`src/rtl/hanoi_tower_engine.sv`:
```
// Towers of Hanoi move engine: P pegs, N discs. Each cycle it judges one
// move request against the current peg state, then applies it (ack) or
// rejects it (nak). It also keeps a saturating count of accepted moves.
module hanoi_tower_engine #(
    parameter int unsigned N            = 5,
    parameter int unsigned P            = 3,
    parameter int unsigned W            = 4,
    parameter int unsigned PW           = 3,
    parameter int unsigned TARGET       = 1,
    parameter int unsigned MCW          = 16,
    parameter bit          LOCK_ON_DONE = 1'b1
) (
    input  logic           clock,
    input  logic           reset,
    input  logic           move_valid,
    input  logic [PW-1:0]  from,
    input  logic [PW-1:0]  to,
    input  logic [PW-1:0]  q_peg,
    output logic [W-1:0]   q_height,
    output logic [W-1:0]   q_top,
    output logic           move_ack,
    output logic           move_nak,
    output logic [2:0]     err_code,
    output logic [MCW-1:0] move_count,
    output logic           done
);

    localparam logic [PW:0] PegCount = (PW+1)'(P);

    // Slot 0 is the bottom of each peg; 0 marks an empty slot.
    logic [W-1:0] stack_q  [P][N];
    logic [W-1:0] height_q [P];

    logic [W-1:0] h_from, t_from, h_to, t_to;
    logic [2:0]   code;
    logic         legal;

    assign done = (height_q[TARGET] == W'(N));

    // Look up height and top disc for the source, destination and query pegs.
    always_comb begin
        h_from   = '0;
        t_from   = '0;
        h_to     = '0;
        t_to     = '0;
        q_height = '0;
        q_top    = '0;
        for (int p = 0; p < P; p++) begin
            if (from == PW'(p)) begin
                h_from = height_q[p];
                for (int i = 0; i < N; i++) begin
                    if (height_q[p] == W'(i + 1)) t_from = stack_q[p][i];
                end
            end
            if (to == PW'(p)) begin
                h_to = height_q[p];
                for (int i = 0; i < N; i++) begin
                    if (height_q[p] == W'(i + 1)) t_to = stack_q[p][i];
                end
            end
            if (q_peg == PW'(p)) begin
                q_height = height_q[p];
                for (int i = 0; i < N; i++) begin
                    if (height_q[p] == W'(i + 1)) q_top = stack_q[p][i];
                end
            end
        end
    end

    // Legality checks; the first failing one supplies the error code.
    always_comb begin
        code = 3'd0;
        if (({1'b0, from} >= PegCount) || ({1'b0, to} >= PegCount)) begin
            code = 3'd1;
        end else if (from == to) begin
            code = 3'd2;
        end else if (LOCK_ON_DONE && done) begin
            code = 3'd5;
        end else if (h_from == '0) begin
            code = 3'd3;
        end else if ((h_to != '0) && (t_from > t_to)) begin
            code = 3'd4;
        end
        legal = (code == 3'd0);
    end

    // Peg state, response pulses, error code and move counter.
    always_ff @(posedge clock or posedge reset) begin
        if (reset) begin
            for (int p = 0; p < P; p++) begin
                height_q[p] <= (p == 0) ? W'(N) : '0;
                for (int i = 0; i < N; i++) begin
                    stack_q[p][i] <= (p == 0) ? W'(N - i) : '0;
                end
            end
            move_ack   <= 1'b0;
            move_nak   <= 1'b0;
            err_code   <= 3'd0;
            move_count <= '0;
        end else begin
            move_ack <= move_valid && legal;
            move_nak <= move_valid && !legal;
            if (move_valid) begin
                err_code <= code;
                if (legal) begin
                    for (int p = 0; p < P; p++) begin
                        if (to == PW'(p)) height_q[p] <= height_q[p] + W'(1);
                        if (from == PW'(p)) height_q[p] <= height_q[p] - W'(1);
                        for (int i = 0; i < N; i++) begin
                            if ((to == PW'(p)) && (h_to == W'(i))) begin
                                stack_q[p][i] <= t_from;
                            end
                            if ((from == PW'(p)) && (h_from == W'(i + 1))) begin
                                stack_q[p][i] <= '0;
                            end
                        end
                    end
                    if (move_count != '1) move_count <= move_count + MCW'(1);
                end
            end
        end
    end

    // Structural invariants of the puzzle state.
    int   height_sum;
    logic order_ok;
    logic clear_ok;

    // Gather invariant terms over every peg.
    always_comb begin
        height_sum = 0;
        order_ok   = 1'b1;
        clear_ok   = 1'b1;
        for (int p = 0; p < P; p++) begin
            height_sum = height_sum + int'(height_q[p]);
            for (int i = 0; i < N; i++) begin
                if ((W'(i) >= height_q[p]) && (stack_q[p][i] != '0)) clear_ok = 1'b0;
            end
            for (int i = 1; i < N; i++) begin
                if ((W'(i) < height_q[p]) && (stack_q[p][i] >= stack_q[p][i-1])) begin
                    order_ok = 1'b0;
                end
            end
        end
    end

    // Check the invariants on every clock edge outside reset.
    always @(posedge clock) begin
        if (!reset) begin
            assert (height_sum == int'(N));
            assert (order_ok);
            assert (clear_ok);
            assert (!(move_ack && move_nak));
        end
    end

endmodule

```
`config.mk`:
```
export PLATFORM = sky130hd
export DESIGN_NAME = hanoi_tower_engine
export DESIGN_NICKNAME = d
export VERILOG_FILES = /design/src/rtl/hanoi_tower_engine.sv
export SDC_FILE = /design/constraint.sdc
export NUM_CORES = 1
export LEC_CHECK = 0
export ABC_AREA = 0
export BUFFER_PORTS_ARGS = -buffer_cell sky130_fd_sc_hd__buf_2
export CORE_MARGIN = 8
export CORE_UTILIZATION = 56
export CTS_CLUSTER_SIZE = 16
export DETAILED_ROUTE_END_ITERATION = 12
export PLACE_DENSITY = 0.81
export SETUP_SLACK_MARGIN = 0.05
export SYNTH_ARGS = -nofsm -noshare
export SYNTH_HDL_FRONTEND = slang
export SYNTH_SLANG_ARGS = --single-unit
```
`constraint.sdc`:
```
create_clock -name clock -period 3.61 [get_ports clock]
set_input_delay 0.5415 -clock clock [delete_from_list [all_inputs] [get_ports clock]]
set_output_delay 0.5415 -clock clock [all_outputs]
set_load 0.03 [all_outputs]
```
# Word level (Yosys, flattened, before mapping)
# Cells that the tools add are included.
[classes]
n_eq_ne = 32
reduce_logical = 79
muxes = 94
addsub = 7
magnitude_cmp = 3
[ops]
columns = ["operator", "count"]
rows = [
  ["$mux W4", 89],
  ["$reduce_and A3 Y1", 19],
  ["$eq A4 B2 Y1 const B", 10],
  ["$eq A4 B3 Y1 const B", 9],
  ["$reduce_bool A2 Y1", 18],
  ["$logic_and A1 B1 Y1", 33],
  ["$eq A4 B1 Y1 const B", 5],
  ["$add A16 B1 Y16 const B", 1],
  ["$ne A16 B16 Y1 const B", 1],
  ["$mux W3", 5],
  ["$add A4 B1 Y4 const B", 3],
  ["$logic_not A3 Y1", 4],
  ["$sub A4 B1 Y4 const B", 3],
  ["$eq A3 B1 Y1 const B", 3],
  ["$eq A3 B2 Y1 const B", 3],
  ["$logic_not A4 Y1", 2],
  ["$ge A3 B2 Y1 const B", 2],
  ["$gt A4 B4 Y1", 1],
  ["$reduce_bool A4 Y1", 1],
  ["$eq A3 B3 Y1", 1],
  ["$logic_not A1 Y1", 1],
  ["$logic_or A1 B1 Y1", 1],
]
[totals]
inputBits = 12
register_bits = 93
output_inout_bits = 30
elab_cells = 237

# Logic depth before layout (Yosys ltp)
# Gate-level depths: netlist of the first run.
[depth]
depth_word = 29
mapped_depth = 20
mapped_depth_nobuf = 15

# Worst setup path after synthesis of the first run
# Ideal clock, no wire load.
[synth_timing]
path_type = "register to register"
start = "register height_q[5] (netlist name)"
end = "register stack_q[16] (netlist name)"
period_less_slack_ps = 3775
arrival_ps = 3697
path_stages_with_launch = 18
path_slack_ps = -165
cell_sequence = "dfrtp_1 -> clkbuf_1 -> inv_1 -> ha_1 -> clkbuf_1 -> nand2_1 -> inv_1 -> a221oi_1 -> o221ai_1 -> ha_1 -> nor2b_1 -> o211ai_1 -> a21o_1 -> o221ai_2 -> or3_1 -> buf_2 -> buf_6 -> o2bb2ai_2"
[synth_via]
word_cells_on_any_way = 51
classes_between = "order compare (1); eq/ne (6); mux (35); reduce/logical (9)"
[synth_lines]
columns = ["element", "line_no", "text"]
rows = [
  ["start: declaration", "32", "logic [W-1:0] height_q [P];"],
  ["start signal: indexed assignment", "91", "height_q[p] <= (p == 0) ? W'(N) : '0;"],
  ["start signal: indexed assignment", "107", "if (to == PW'(p)) height_q[p] <= height_q[p] + W'(1);"],
  ["start signal: indexed assignment", "108", "if (from == PW'(p)) height_q[p] <= height_q[p] - W'(1);"],
  ["$eq A4 B3 Y1 (*)", "38", "assign done = (height_q[TARGET] == W'(N));"],
  ["via done", "25", "output logic done"],
  ["$mux W4 (on tied branches)", "52, 58", ""],
  ["$mux W4 (on tied branches)", "49, 55", ""],
  ["$mux W4 (on tied branches) (5 in series)", "52, 58", ""],
  ["$mux W4 (on tied branches)", "49, 55", ""],
  ["$gt A4 B4 Y1", "81", "end else if ((h_to != '0) && (t_from > t_to)) begin"],
  ["$logic_and A1 B1 Y1", "81", ""],
  ["$mux W3", "81", ""],
  ["$mux W3", "79", "end else if (h_from == '0) begin"],
  ["$mux W3", "77", "end else if (LOCK_ON_DONE && done) begin"],
  ["$mux W3", "75", "end else if (from == to) begin"],
  ["$mux W3", "73", "if (({1'b0, from} >= PegCount) || ({1'b0, to} >= PegCount)) begin"],
  ["$logic_not A3 Y1", "84", "legal = (code == 3'd0);"],
  ["$reduce_and A3 Y1 (no line)", "-", ""],
  ["end signal: indexed assignment", "93", "stack_q[p][i] <= (p == 0) ? W'(N - i) : '0;"],
  ["end signal: indexed assignment", "111", "stack_q[p][i] <= t_from;"],
  ["end: declaration", "31", "logic [W-1:0] stack_q [P][N];"],
]
# The timed path passes the listed nets; every way through them passes the cells marked *. The select of a mux whose other input is x is not followed.
# A chain may end at the register's enable or synchronous reset.

# Worst setup path after layout of the first run
[layout_timing]
start = "register height_q[8] (netlist name)"
end = "register stack_q[8] (netlist name)"
[layout_via]
elab_chain_cells = 28
word_cells_on_any_way = 60
classes_between = "order compare (1); eq/ne (7); mux (44); reduce/logical (8)"
[layout_rtl]
columns = ["element", "line_no"]
rows = [
  ["$eq A4 B1 Y1", "52, 58"],
  ["$mux W4 (5 in series)", "52, 58"],
  ["$mux W4 (on tied branches)", "49, 55"],
  ["$mux W4 (on tied branches) (5 in series)", "52, 58"],
  ["$mux W4 (on tied branches)", "49, 55"],
  ["$mux W4 (on tied branches) (5 in series)", "52, 58"],
  ["$mux W4 (on tied branches)", "49, 55"],
  ["$gt A4 B4 Y1", "81"],
  ["$logic_and A1 B1 Y1", "81"],
  ["$mux W3", "81"],
  ["$mux W3", "79"],
  ["$mux W3", "77"],
  ["$mux W3", "75"],
  ["$mux W3", "73"],
  ["$logic_not A3 Y1", "84"],
  ["$reduce_and A3 Y1 (no line)", "-"],
]
# Parallel ways exist; a longest one is shown, timed or not. The select of a mux whose other input is x is not followed.

==> qor.txt, run 1 <==
CTS sink cnt -> 93
Synth Instances -> 678
Place WS -> -218 ps
hold bufs inserted after CTS -> 0
Hold Crit Class -> input pin to asynchronous set/reset pin
post-synth top area share -> 0.339
unrepaired setup endpoints after global routing -> yes
synth top area cells -> dfrtp_1, o2bb2ai_1, ha_1
antenna-violating nets left -> 0
Clock Skew -> 16.8 ps
I/O pin count -> 42
Setup CP Type -> flop to flop
Final Cell Area -> 8850 sq um
Routed WL -> 23500 um
Overflow after GRT -> 0
IO Port Bufs -> 41
vias in the first global route -> 6355
max-capacitance violation count -> 0
Comb power frac -> 0.405
Netlist Area Pre-Place -> 6200 sq um
max incr delay on CP -> 570 ps
Rel. slew slack -> 0.279
Layout area overhead -> 42.7%
final setup fails -> 89
failing checks -> negative setup slack
pwr dens -> 357 nW/um^2
initial antenna violation count -> 0
# H-tree levels -> 3
DRC viols -> 0
first-pass GRT wire length -> 34800 um
Yosys top cell by area -> dfrtp_1
Slowest-stage cell, CP -> dfstp_2
CP most frequent cell -> buf_6
clock share of power -> 0.230
Inserted Clock Buffers -> 9
Final Hold Viols -> 0
chip height -> 121 um
most frequent cell after synthesis -> dfrtp_1
CP Max Fanout -> 6
initial core utilization -> 0.572
Worst Max-Slew Pin Slew -> 1080 ps
largest net degree at the start of global routing -> 50
Ys Warns -> 0
DRT iter0 DRCs -> 701
setup_tns -> -13140 ps
critical path capture point type -> flop
sequential share of power -> 0.364
Root Buffer -> clkbuf_8
leakage power -> 3.70 nW
post-route clock period utilization -> 1.06
clock insertion delay at the later pin of the skew report -> 400 ps
# fillers -> 629
Inserted Diodes -> 0
Placement Cell Area -> 7270 sq um
CORE AREA -> 10800 sq um
Vias/cell -> 6.69
post-synthesis sequential area ratio -> 0.377
syn nets -> 710
CP Launch Type -> flop
post-route minimum period -> 3830 ps
Power Internal -> 0.00201 W
Tot GR Track Use -> 0.307
Yosys reg bits -> 93
synthesized area per cell -> 9.15 sq um
critical-path cell list -> buf_4, buf_6, ha_4, buf_6, a21oi_1, a221o_1, a21oi_2, buf_4, a22oi_1, a21oi_1, ha_2, nor2b_4, o211ai_1, a21o_1, o221ai_4, buf_6, buf_6, a211oi_4, buf_6, o22ai_1
clock transition at the registers of the reported paths -> 100 ps
DP Wirelength -> 15600 um
Rows -> 38
clock buffer depth -> 2
maximum vdd ir drop -> 0.000385 V
Post-synth ARST share -> 1.00
fin. max-slew vios -> 0
status -> complete, but fails checks
Distinct cells, synth -> 74
DRT Pass-1 Iters -> 7
gpl congestion -> 1.05
via count -> 6405
Net Sw Power -> 0.00116 W
EDFF count, synth -> 0
Final #Nets -> 845
fin worst setup slack -> -224 ps
synth cell count leaders -> dfrtp_1, nand2_1, nor2_1, inv_1, o2bb2ai_1
DIE WIDTH -> 121 um
layout cells sized above 1 -> 0.419
DR WL/cell -> 24.5 um
switching portion of total power -> 0.366
Max Fclk -> 0.261 GHz
ys flop type -> dfrtp_1
CP arrival -> 4100 ps
CP Data Required Time -> 3870 ps
die outline area -> 14700 sq um
CTS tree -> yes
per-stage QoR:
step / total power (W) / cells / hold slack, ps / util
finish: 0.00316 / 958 / 266 / 0.816
global route: 0.00327 / 958 / 344 / 0.816
CTS: 0.00303 / 951 / 281 / 0.763
detailed placement: 0.00215 / 917 / 470 / 0.671
global placement: 0.00214 / 917 / 472 / 0.671
floorplan: 0.00172 / 678 / 448 / -
power by group through the flow:
| stage | logic, W | registers (W) | clock network (W) |
|---|---|---|---|
| detailed placement | 0.000981 | 0.00117 | 0 |
| finish | 0.00128 | 0.00115 | 0.000729 |
| CTS | 0.00115 | 0.00115 | 0.000732 |
| global placement | 0.000969 | 0.00117 | 0 |
| floorplan | 0.000527 | 0.00119 | 0 |
| global route | 0.00134 | 0.00116 | 0.000769 |
layout by cell type (no fill, tap or decap), types with 16 or more instances in the layout:
master and n:
buf_4 97, dfrtp_1 82, nand2_1 46, nor2_1 43, buf_2 43, inv_1 34, a21oi_1 25, nand3b_1 18
o21ai_0 18, o2bb2ai_2 18, buf_6 17, nand3_1 16, xor2_1 16
path summary, 6_finish.rpt:
path,start,endpoint,slack (ps),cells past startpoint
worst max-delay path,height_q[8],stack_q[8],-220,20
worst min-delay path,reset,height_q[9],270,2
worst max register to register,height_q[8],stack_q[8],-220,20
worst min register to register,stack_q[58],stack_q[58],490,1
max in group asynchronous,reset,height_q[10],2580,3
min in group clock,move_valid,err_code[2],460,2
registers in the layout, summed over array words and instances, names as in the netlist:
| register | flops |
|---|---|
| move_nak | 1 |
| err_code | 3 |
| stack_q | 60 |
| move_ack | 1 |
| move_count | 16 |
| height_q | 12 |
timing repair:
item	in CTS	in global routing
endpoints found under the setup margin	90	91
gates cloned	5	2
resized for setup	107	81
pin swaps	25	33
setup buffers	13	5
layout make-up:
type	instances	area (sq um)	share of cell area
flip-flops and latches	93	2340	0.265
repair buffers	169	1390	0.157
well taps	140	175	0.0198
clock buffers	11	141	0.0160
clock inverters	5	60.1	0.00679
inverters	36	139	0.0157
multi-input cells	504	4610	0.520
critical path: cells and delay by family (launching register included):
| family | cells | cell delay, ps |
|---|---|---|
| buffers and inverters | 7 | 950 |
| AOI/OAI and AO/OA | 10 | 1760 |
| adders and majority gates | 2 | 380 |
| and+or+nand+nor | 1 | 40 |
| DFF | 1 | 570 |
per-layer routing:
| metal | track usage | wire length [um] |
|---|---|---|
| met5 | 0 | 0 |
| met4 | 0.134 | 956 |
| met3 | 0.0731 | 1920 |
| met2 | 0.494 | 11100 |
| met1 | 0.385 | 9450 |
cell families (layout without fill, tap and decap cells):
family / Yosys count / in the layout / synth area share
and+or+nand+nor: 235 / 235 / 0.204
xor gates and xnor gates: 25 / 25 / 0.0353
DFF: 93 / 93 / 0.377
adders and majority gates: 20 / 20 / 0.0404
muxes: 19 / 19 / 0.0341
buffers and inverters: 82 / 221 / 0.0549
AOI/OAI and AO/OA: 204 / 205 / 0.254
Power figures use the tool's default switching activity.
==> inputs of run 2 (changes only) <==
==> constraint.sdc (replaced) <==
create_clock -name clock -period 3.61 [get_ports clock]
set_input_delay 0.5415 -clock clock [delete_from_list [all_inputs] [get_ports clock]]
set_output_delay 0.5415 -clock clock [all_outputs]
set_load 0.01 [all_outputs]
==> qor.txt, run 2 (synthesized netlist as in run 1, its figures left out) <==
most frequent cells in the layout -> buf_4, dfrtp_1, nand2_1
Rows -> 38
layer with the highest usage -> met2
post-route clock period utilization -> 1.12
DIE WIDTH -> 121 um
CP Data Required Time -> 3890 ps
pwr dens -> 366 nW/um^2
via count -> 6471
clock transition at the registers of the reported paths -> 100 ps
Max Fclk -> 0.247 GHz
status -> complete, but fails checks
Worst Max-Slew Pin Slew -> 1150 ps
Final Cell Area -> 8560 sq um
gpl congestion -> 1.02
DRT Pass-1 Iters -> 5
top flop regs -> stack_q (60), move_count (16), height_q (12)
unrepaired setup endpoints after global routing -> yes
Worst R2R End -> stack_q[5]
R2R Path Start -> height_q[8]
IO Port Bufs -> 41
Final Hold Viols -> 0
Inserted Diodes -> 0
Placement Cell Area -> 7230 sq um
Crit path buffers/inverters -> 3
DRC viols -> 0
vias in the first global route -> 6295
CP most frequent cell -> ha_4
Biggest register -> stack_q
DRT iter0 DRCs -> 778
fin. max-slew vios -> 0
CTS sink cnt -> 93
Root Buffer -> clkbuf_8
R2R setup slack -> -440 ps
die outline area -> 14700 sq um
Final #Nets -> 833
CORE AREA -> 10800 sq um
max incr delay on CP -> 600 ps
Largest register FFs -> 60
fin worst setup slack -> -443 ps
Top Family by Delay on Critical Path -> compound AO/OA/AOI/OAI gates
first-pass GRT wire length -> 34400 um
Routed WL -> 23200 um
Setup CP Type -> flop to flop
Clock Skew -> 13.9 ps
post-route minimum period -> 4050 ps
Layout area overhead -> 38.0%
Overflow after GRT -> 0
Slowest-stage cell, CP -> dfstp_2
final setup fails -> 90
DR WL/cell -> 24.5 um
grt met3 use -> 0.0512
critical path capture point type -> flop
Inserted Clock Buffers -> 9
initial antenna violation count -> 0
leakage power -> 3.61 nW
Hold Crit Class -> input pin to asynchronous set/reset pin
initial core utilization -> 0.572
largest net degree at the start of global routing -> 49
CTS tree -> yes
max-capacitance violation count -> 0
Inst Count DP -> 912
GRT met2 Usage -> 0.468
CP Max Fanout -> 5
WHS -> 282 ps
layout cells sized above 1 -> 0.387
maximum vdd ir drop -> 0.000310 V
Rel. slew slack -> 0.229
DP Wirelength -> 15600 um
failing checks -> negative setup slack
# H-tree levels -> 3
most common cell after layout, fill and taps aside -> buf_4
CP Launch Type -> flop
clock insertion delay at the later pin of the skew report -> 400 ps
critical-path cell list -> inv_4, ha_4, nand3b_1, a2111oi_4, a211oi_2, mux2_4, o22ai_4, nand2_2, ha_4, nor2b_4, o211ai_1, a21o_1, o221ai_4, buf_12, buf_4, a211o_4, o2bb2ai_2
Tot GR Track Use -> 0.301
met1 usage -> 0.386
chip height -> 121 um
Non-Filler Instances -> 946
antenna-violating nets left -> 0
Vias/cell -> 6.84
CP arrival -> 4330 ps
I/O pin count -> 42
clock buffer depth -> 2
cells on worst reg2reg path -> 17
[run 2: changes by cell type in the layout (fill, tap and decap cells not counted), sizes merged]
cell | before | now
buf | 168 | 156
clkbuf | 12 | 11
inv | 35 | 36
[run 2: repair_timing]
action,CTS,global route
cloned,2,1
gates resized for setup,59,106
setup endpoints to repair,90,91
setup buffers,11,8
pin swaps,12,44
hold buffers,0,0
[run 2: stage by stage]
| stage | utilization | setup slack, ps | power, W | setup TNS, ps |
|---|---|---|---|---|
| 2_1_floorplan | - | 14.8 | 0.00168 | 0 |
| 3_3_place_gp | 0.667 | -210 | 0.00208 | -7920 |
| 3_5_place_dp | 0.667 | -267 | 0.00210 | -8610 |
| 4_1_cts | 0.724 | -203 | 0.00294 | -7890 |
| 5_1_grt | 0.789 | -582 | 0.00324 | -42720 |
| 6_report | 0.789 | -443 | 0.00314 | -29450 |
[run 2: worst register-to-register path, cell delays in order, from the launching register on]
cell       delay [ps]
dfstp_2           600
inv_4              60
ha_4              150
nand3b_1          210
a2111oi_4         390
a211oi_2          110
mux2_4            310
o22ai_4           110
nand2_2            90
ha_4              230
nor2b_4           120
o211ai_1          270
a21o_1            280
o221ai_4          180
buf_12            210
buf_4             150
a211o_4           310
o2bb2ai_2         140
[run 2: how the worst max path moves through the flow]
stage                      startpoint              to  slack (ps)  depth (start not counted)
final                     height_q[8]      stack_q[5]        -440                         17
after global placement    height_q[8]  move_count[14]        -210                         16
after CTS                 height_q[8]  move_count[14]        -200                         16
after global routing      height_q[5]      stack_q[5]        -580                         16
after floorplan           height_q[8]     stack_q[16]          10                         17
after detailed placement  height_q[0]  move_count[14]        -270                         16
[run 2: power by group]
group | internal [W] | total (W) | switching [W]
sequential | 0.00109 | 0.00115 | 0.0000624
combinational | 0.000560 | 0.00124 | 0.000680
clock | 0.000338 | 0.000742 | 0.000404
total | 0.00199 | 0.00314 | 0.00115
[run 2: per-layer routing]
metal	part of all wire	up-vias	wire, um
met4	0.057	0	1320
met2	0.46	384	10700
met3	0.083	98	1920
met1	0.40	3207	9220
li1	-	2782	-
met5	0	-	0
[run 2: final cells by class]
type                            count  area, sq um
Clock buffer                       10          138
Clock inverter                      6         61.3
Fill cell                         707         2280
Inverter                           36          139
Multi-Input combinational cell    504         4430
Sequential cell                    93         2340
Tap cell                          140          175
Timing Repair Buffer              157         1270
==> inputs of run 3 (changes only) <==
CORE_UTILIZATION = 45   (was 56)
PLACE_DENSITY = 0.68   (was 0.81)
==> qor.txt, run 3 (synthesized netlist as in run 1, its figures left out) <==
status -> complete, but fails checks
failing checks -> negative setup slack
layout cells sized above 1 -> 0.385
Biggest register -> stack_q
Final #Nets -> 835
IO Port Bufs -> 41
Inserted Clock Buffers -> 9
DRT Pass-1 Iters -> 6
DP Wirelength -> 15500 um
most common cell after layout, fill and taps aside -> buf_4
clock insertion delay at the later pin of the skew report -> 360 ps
Vias/cell -> 6.30
Routed WL -> 21800 um
Layout area overhead -> 37.4%
Slowest-stage cell, CP -> dfstp_2
Power Total -> 0.00333 W
Inserted Diodes -> 0
Max Fclk -> 0.268 GHz
WHS -> 180 ps
fin. max-slew vios -> 0
critical path capture point type -> flop
leakage power -> 3.57 nW
max-capacitance violation count -> 0
Final Core Density -> 0.623
initial core utilization -> 0.454
most frequent cells in the layout -> buf_4, dfrtp_1, nand2_1
Tot GR Track Use -> 0.233
max incr delay on CP -> 590 ps
die outline area -> 17800 sq um
critical-path cell list -> inv_4, ha_4, nand3b_1, a2111oi_4, a211oi_2, mux2_4, o22ai_2, nand2_1, ha_4, nor2b_4, o211ai_1, a21o_1, buf_4, o221a_4, and3_4, mux2_4
largest net degree at the start of global routing -> 36
Root Buffer -> clkbuf_16
post-route minimum period -> 3730 ps
hold bufs inserted after CTS -> 0
DIE WIDTH -> 133 um
Clock Skew -> 6.14 ps
I/O pin count -> 42
post-route clock period utilization -> 1.03
CP Max Fanout -> 5
fin worst setup slack -> -116 ps
# H-tree levels -> 3
vias in the first global route -> 6069
CTS sink cnt -> 93
final setup fails -> 71
gpl congestion -> 1.01
Worst R2R End -> move_count[1]
via count -> 6228
Worst Max-Slew Pin Slew -> 999 ps
clock buffer depth -> 2
R2R setup slack -> -120 ps
Final Hold Viols -> 0
DRT iter0 DRCs -> 644
CORE AREA -> 13700 sq um
Rel. slew slack -> 0.333
CP arrival -> 3970 ps
maximum vdd ir drop -> 0.000263 V
cells on worst reg2reg path -> 16
Top Family by Delay on Critical Path -> compound AO/OA/AOI/OAI gates
top flop regs -> stack_q (60), move_count (16), height_q (12)
Largest register FFs -> 60
Worst path depth -> 16
DRC viols -> 0
R2R Path Start -> height_q[8]
CTS tree -> yes
CP startpoint -> height_q[8]
first-pass GRT wire length -> 33000 um
antenna-violating nets left -> 0
Overflow after GRT -> 0
Rows -> 43
setup_tns -> -4110 ps
unrepaired setup endpoints after global routing -> yes
CP Data Required Time -> 3850 ps
DR WL/cell -> 22.1 um
# fillers -> 1134
Crit path buffers/inverters -> 2
crit path to -> move_count[1]
chip height -> 133 um
Setup CP Type -> flop to flop
Hold Crit Class -> input pin to asynchronous set/reset pin
initial antenna violation count -> 0
pwr dens -> 391 nW/um^2
CP Launch Type -> flop
clock transition at the registers of the reported paths -> 70 ps
## run 3: cell types whose count changed in the layout (fill, tap and decap cells not counted), sizes merged
cell	change
clkinvlp	+1
bufinv	+1
clkbuf	+3
clkinv	-2
inv	-1
## run 3: metrics by stage
| stage | setup slack (ps) | cells | area, sq um |
|---|---|---|---|
| after detailed placement | -285 | 957 | 7300 |
| after floorplan | 14.8 | 678 | 6270 |
| after global placement | -172 | 957 | 7300 |
| after CTS | -115 | 980 | 8020 |
| after global routing | -241 | 988 | 8520 |
| final | -116 | 988 | 8520 |
## run 3: what timing repair did
action / 4_1_cts / 5_1_grt
pin swaps: 16 / 22
buffers inserted: 7 / 4
cloned: 0 / 4
setup endpoints to repair: 90 / 91
gates resized for setup: 65 / 67
hold endpoints to repair: 0 / 0
## run 3: layout make-up
class,instances,area (sq um),area share
flip-flops and latches,93,2340,0.275
multi-input cells,504,4220,0.496
inverters,36,139,0.0163
clock buffers,11,243,0.0285
well taps,180,225,0.0264
clock inverters,5,83.8,0.00984
repair buffers,159,1260,0.148
## run 3: worst register-to-register path: stages, from the launching register on
cell and delay (ps):
dfstp_2 590, inv_4 60, ha_4 150, nand3b_1 190, a2111oi_4 320, a211oi_2 100
mux2_4 290, o22ai_2 110, nand2_1 100, ha_4 290, nor2b_4 120, o211ai_1 80
a21o_1 240, buf_4 160, o221a_4 310, and3_4 200, mux2_4 290
## run 3: metal layers
layer / share of wire / global-route usage / routed length [um] / vias to the layer above
met4: 0.038 / 0.115 / 822 / 0
li1: - / - / - / 2790
met1: 0.42 / 0.298 / 9170 / 3065
met2: 0.47 / 0.367 / 10400 / 298
met3: 0.067 / 0.0459 / 1460 / 75
met5: 0 / 0 / 0 / -
## run 3: worst min-delay path by stage
stage	cells after the start	slack, ps	end	start
after global placement	1	470	stack_q[59]	stack_q[59]
final	2	180	stack_q[53]	reset
after global routing	2	230	stack_q[52]	reset
after detailed placement	1	470	stack_q[42]	stack_q[42]
after CTS	2	190	stack_q[53]	reset
after floorplan	1	450	stack_q[41]	stack_q[41]
## run 3: report_power, final
part | internal [W] | switching (W) | total, W
Sequential | 0.00109 | 0.0000697 | 0.00116
Clock | 0.000627 | 0.000411 | 0.00104
Combinational | 0.000522 | 0.000610 | 0.00113
Total | 0.00224 | 0.00109 | 0.00333
